--- src/rtl/dev_reshuffler_serializer.sv ---
// dev_reshuffler_serializer: takes one SpatPar x SpatPar element tile over a
// valid/ready handshake and emits it as SpatPar beats of DataWidth bits, one
// tile row per beat, with an optional transpose applied when the tile is captured.
// Latency: a tile accepted at clock edge t drives beat 0 in cycle t+1. A full
// tile takes SpatPar beats at 1 beat/cycle, with no bubble between back-to-back tiles.
// Backpressure: z_ready_i low freezes the beat counter and the output beat.
// a_ready_o is high only when idle, or when the last beat of the current tile
// transfers in this same cycle.
//
// Ports:
//   clk_i, rst_i        clock and synchronous active-high reset
//   a_i                 input tile; element (i,j) at [(i*SpatPar+j)*Elems +: Elems]
//   a_valid_i/a_ready_o input tile handshake
//   csr_en_transpose_i  transpose enable, sampled only when a tile is accepted
//   z_o                 output beat (one tile row)
//   z_valid_o/z_ready_i output beat handshake
//   z_last_o            current beat is the final row of the tile
//   busy_o              a tile is held and not yet fully emitted
//
// Build option: define DEV_RESHUFFLER_SERIALIZER_TRANSPOSE_EN to build the
// transpose path. Without it, csr_en_transpose_i is ignored and tiles are
// always stored untransposed.
// DataWidth must be a multiple of SpatPar.

module dev_reshuffler_serializer #(
    parameter int SpatPar   = 8,
    parameter int DataWidth = 64
) (
    input  logic                         clk_i,
    input  logic                         rst_i,
    input  logic [SpatPar*DataWidth-1:0] a_i,
    input  logic                         a_valid_i,
    output logic                         a_ready_o,
    input  logic                         csr_en_transpose_i,
    output logic [DataWidth-1:0]         z_o,
    output logic                         z_valid_o,
    input  logic                         z_ready_i,
    output logic                         z_last_o,
    output logic                         busy_o
);
    localparam int Elems = DataWidth / SpatPar;
    localparam int CntW  = (SpatPar > 1) ? $clog2(SpatPar) : 1;
    localparam logic [CntW-1:0] LastBeat = CntW'(SpatPar - 1);

    typedef enum logic {
        IDLE = 1'b0,
        SEND = 1'b1
    } state_e;

    state_e                       state_q, state_d;
    logic [CntW-1:0]              cnt_q, cnt_d;
    logic [SpatPar*DataWidth-1:0] tile_q, tile_d;
    logic [SpatPar*DataWidth-1:0] tile_in;
    logic [DataWidth-1:0]         row;
    logic                         is_send;
    logic                         is_last;
    logic                         accept;

    // Tile as it will be stored: optionally transposed at capture time, so
    // the emit side always reads plain rows.
`ifdef DEV_RESHUFFLER_SERIALIZER_TRANSPOSE_EN
    always_comb begin
        tile_in = a_i;
        if (csr_en_transpose_i) begin
            for (int i = 0; i < SpatPar; i++) begin
                for (int j = 0; j < SpatPar; j++) begin
                    tile_in[(i*SpatPar+j)*Elems +: Elems] = a_i[(j*SpatPar+i)*Elems +: Elems];
                end
            end
        end
    end
`else
    assign tile_in = a_i;
    logic unused_csr_en_transpose;
    assign unused_csr_en_transpose = csr_en_transpose_i;
`endif

    // Row t[beat][*] occupies one contiguous DataWidth slice of the tile.
    always_comb begin
        row = '0;
        for (int r = 0; r < SpatPar; r++) begin
            if (cnt_q == CntW'(r)) begin
                row = tile_q[r*DataWidth +: DataWidth];
            end
        end
    end

    always_comb begin
        state_d = state_q;
        cnt_d   = cnt_q;
        tile_d  = tile_q;

        // Outputs are masked while reset is asserted, so an aborted tile
        // never shows another beat.
        is_send = (state_q == SEND) && !rst_i;
        is_last = is_send && (cnt_q == LastBeat);

        // Combinational z_ready_i -> a_ready_o path: the next tile loads in the
        // same cycle as the last beat, so consecutive tiles have no bubble.
        a_ready_o = !rst_i && ((state_q == IDLE) || (is_last && z_ready_i));
        accept    = a_valid_i && a_ready_o;

        z_valid_o = is_send;
        z_last_o  = is_last;
        busy_o    = is_send;
        z_o       = is_send ? row : '0;

        case (state_q)
            IDLE: begin
                if (accept) begin
                    state_d = SEND;
                    cnt_d   = '0;
                    tile_d  = tile_in;
                end
            end
            SEND: begin
                if (z_ready_i) begin
                    if (cnt_q == LastBeat) begin
                        cnt_d = '0;
                        if (accept) begin
                            tile_d = tile_in;
                        end else begin
                            state_d = IDLE;
                        end
                    end else begin
                        cnt_d = cnt_q + CntW'(1);
                    end
                end
            end
        endcase
    end

    always_ff @(posedge clk_i) begin
        if (rst_i) begin
            state_q <= IDLE;
            cnt_q   <= '0;
            tile_q  <= '0;
        end else begin
            state_q <= state_d;
            cnt_q   <= cnt_d;
            tile_q  <= tile_d;
        end
    end

endmodule

--- config.mk ---
export PLATFORM = sky130hd
export DESIGN_NAME = dev_reshuffler_serializer
export DESIGN_NICKNAME = d
export VERILOG_FILES = /design/src/rtl/dev_reshuffler_serializer.sv
export SDC_FILE = /design/constraint.sdc
export NUM_CORES = 1
export LEC_CHECK = 0
export CORE_AREA = 4 4 287 289
export DETAILED_ROUTE_END_ITERATION = 12
export DIE_AREA = 0 0 291 293
export DONT_BUFFER_PORTS = 1
export PLACE_DENSITY = 0.47
export SYNTH_ARGS = -nofsm -noshare
export SYNTH_HDL_FRONTEND = slang
export SYNTH_SLANG_ARGS = --single-unit
--- constraint.sdc ---
create_clock -name clk_i -period 2.4 [get_ports clk_i]
set_input_delay 0.48 -clock clk_i [delete_from_list [all_inputs] [get_ports clk_i]]
set_output_delay 0.48 -clock clk_i [all_outputs]
set_load 0.01 [all_outputs]
==> flow_summary.yaml <==
run_status:
  status: "complete, but fails checks"
  failed_checks: "setup timing"
route:
  wl_per_cell_microns: 22.9
  dr.pass1.iters: 5
  antenna_left: 0
  via_per_inst: 5.10
  drt_wl_total_mm: 98.8
  drc_errors: 0
  vias: 22000
  drt_iter0_markers: 1284
sta:
  fin_ws_ns: -0.783
  period_share_pct: 133
  holdWs_ns: 0.0691
  tightest_slew_ns: 0.931
  timing.final.max_slew_violations: 0
  max_freq_mhz: 314
  relSlewSlack_pct: 38.0
  hold_viol_final: 0
  skew_ns: 0.0158
  setup-violations-final: 578
  rsz0062_at_grt: "yes"
  min_period_ns: 3.18
yosys:
  yosysTopAreaCellShare_pct: 39.4
  synth_mux_area_share_pct: 22.0
  synth_area_sq_um: 26200
  yosys_register_bits: 516
  syn_nets: 3110
  yosysTopAreaCell: "dfxtp_1"
  avgSynthCellArea_sq_um: 10.1
  yosysUniqueCellTypes: 29
  seq_area_frac_synth_pct: 39.4
  synthTopCellsByArea: "dfxtp_1 39%, mux2_2 22%, nor2b_1 14%"
  synth_xor_area_share_pct: 0
  yosysWarnings: 0
  synth_adder_area_share_pct: 0.286
  synth_compound_area_share_pct: 11.4
  yosys.area_share.simple_pct: 20.7
  synthCells: 2587
  synth_top_family_by_area: "multiplexers"
power_and_ir_drop:
  vdd_drop_max_mv: 0.482
  p_leak_nw: 14.9
  power_density_nw_per_um2: 581
  p_total_mw: 22.7
global_route:
  grt_pass1_wl_mm: 144
  grt_pass1_vias: 23100
  grt_max_degree: 520
  antenna_found_initial: 23
  grtUsageTotal_pct: 21.6
  overflow: 0
cells_and_area:
  drive_gt1_share_pct: 30.6
  multi_input_area_sq_um: 15600
  area_growth_pct: 48.7
  fillerInstances: 7210
  final_nets: 3701
  design_area_sq_um: 39000
  regArea_sq_um: 10300
floorplanning:
  die_y_microns: 293
  coreArea_sq_um: 79900
  io_pins: 585
  num_rows: 104
  die_w_microns: 291
  start_util_pct: 32.8
  die-area_sq_um: 85300
clock_network:
  cts_tree: "yes"
  clock_latency_ns: 0.62
  clock_sinks: 516
  cts_buffers: 60
  root_buffer: "clkbuf_16"
  htreeDepth: 2
  clk_pin_slew_ns: 0.06
  cts_buffer_depth: 3
critical_path:
  crit_type: "reg2out"
  critPathRequiredTime_ns: 1.92
  cp_max_fo: 15
  start_kind: "flop"
  end_kind: "primary output"
  r2r_start: "cnt_q[0]"
  startpoint: "cnt_q[1]"
  worstPathArrival_ns: 2.70
worst_hold_path:
  min-delay-start: "z_ready_i"
  hold_path.class: "in2reg"
place:
  portBuffers: 0
  placed_area_sq_um: 29300
  dp_hpwl_mm: 62.1
  place_congestion: 0.838
job:
  maxCapViolCount: 0
[synth_stat cells]
cell and n:
nor2b_1 577, dfxtp_1 516, mux2_2 512, clkbuf_1 140, nor2_1 71, inv_1 68
nand2_1 65, nor3b_1 65, a21oi_1 64, a221o_1 64, a32o_1 64, nand3b_1 64
nor3_1 64, o311a_1 64, a2111oi_1 52, buf_2 52, buf_6 48, a2111oi_2 12
buf_4 8, ha_1 6, a32oi_1 2, buf_1 2, a21boi_1 1, a2bb2oi_1 1
and2_1 1, mux2i_1 1, nand2b_1 1, o21a_1 1, or2_1 1
[worst paths after layout]
check / to / slack, ns / cells past startpoint
worst max-delay path: z_o[42] / -0.78 / 8
worst min-delay path: cnt_q[0] / 0.07 / 2
worst max register to register: tile_q[209] / -0.36 / 15
worst min register to register: tile_q[130] / 0.60 / 3
[timing repair]
item                                    in CTS  in global routing
hold buffers                               514                  0
cloned                                      39                 10
hold endpoints to repair                   514                  0
pin swaps                                   18                 17
endpoints found under the setup margin     573                577
gates resized for setup                     91                 42
buffers inserted                            33                 19
[layout by cell type (no fill, tap or decap), types with 2 or more instances in the layout]
master	n
a2111oi_2	3
a2111oi_4	61
a21oi_1	62
a21oi_2	2
a221o_1	64
a32o_1	64
a32oi_1	2
buf_12	72
buf_16	44
buf_4	109
buf_6	17
buf_8	7
bufbuf_16	5
bufinv_16	8
clkbuf_1	11
clkbuf_16	71
clkbuf_8	13
clkinv_2	8
clkinvlp_4	7
dfxtp_1	513
dfxtp_4	3
diode_2	19
dlygate4sd3_1	514
ha_4	6
inv_1	66
inv_2	2
mux2_2	499
mux2_4	13
nand2_1	65
nand3b_1	64
nor2_1	70
nor2b_1	576
nor3_1	44
nor3_2	19
nor3b_1	63
o311a_1	60
o311a_4	4
[cells by family after synthesis]
kind of cell | Yosys count
muxes | 513
DFF | 516
and+or+nand+nor | 909
adders and majority gates | 6
buffers and inverters | 318
AOI/OAI and AO/OA | 325
[cell type report]
| cell class | count | area share [%] |
|---|---|---|
| tap | 1060 | 3.40 |
| inverter | 68 | 0.654 |
| clock buffer | 85 | 4.47 |
| clock inverter | 25 | 0.904 |
| sequential | 516 | 26.5 |
| multi-input combinational | 1754 | 40.1 |
| antenna | 19 | 0.122 |
| timing repair buffer | 778 | 23.9 |
[metal layers]
metal | vias up | GRT usage (%) | part of all wire [%] | wire, microns
li1 | 10400 | - | - | -
met1 | 10700 | 26.8 | 43 | 42100
met2 | 663 | 37.5 | 49 | 48300
met3 | 180 | 4.34 | 5.5 | 5420
met4 | 8 | 6.96 | 3.0 | 2940
met5 | - | 0 | 0.056 | 55
[through the flow]
stage	TNS, ns	worst slack (ns)	util [%]	std cells
after floorplan	-2.49	-0.0498	-	2587
after global placement	-32.84	-0.257	36.7	3565
after detailed placement	-44.89	-0.246	36.7	3565
after CTS	-132.82	-0.858	48.0	4259
after global routing	-211.55	-0.866	48.8	4301
final	-178.80	-0.783	48.9	4305
[critical path, stage by stage, from the launching register on]
cell	delay, ns
dfxtp_4	0.36
buf_4	0.15
ha_4	0.17
buf_4	0.14
buf_12	0.16
clkbuf_16	0.19
o311a_1	0.39
a2111oi_4	0.33
buf_4	0.19
[state kept, by name, indices dropped and copies added (netlist names)]
| name | cells |
|---|---|
| state_q | 1 |
| cnt_q | 3 |
| tile_q | 512 |
[power by group]
part	internal [mW]	switching (mW)	total [mW]
Sequential	9.19	0.316	9.51
Clock	5.91	3.91	9.81
Combinational	2.11	1.24	3.35
Note: power is estimated with default switching activity, not from simulation.
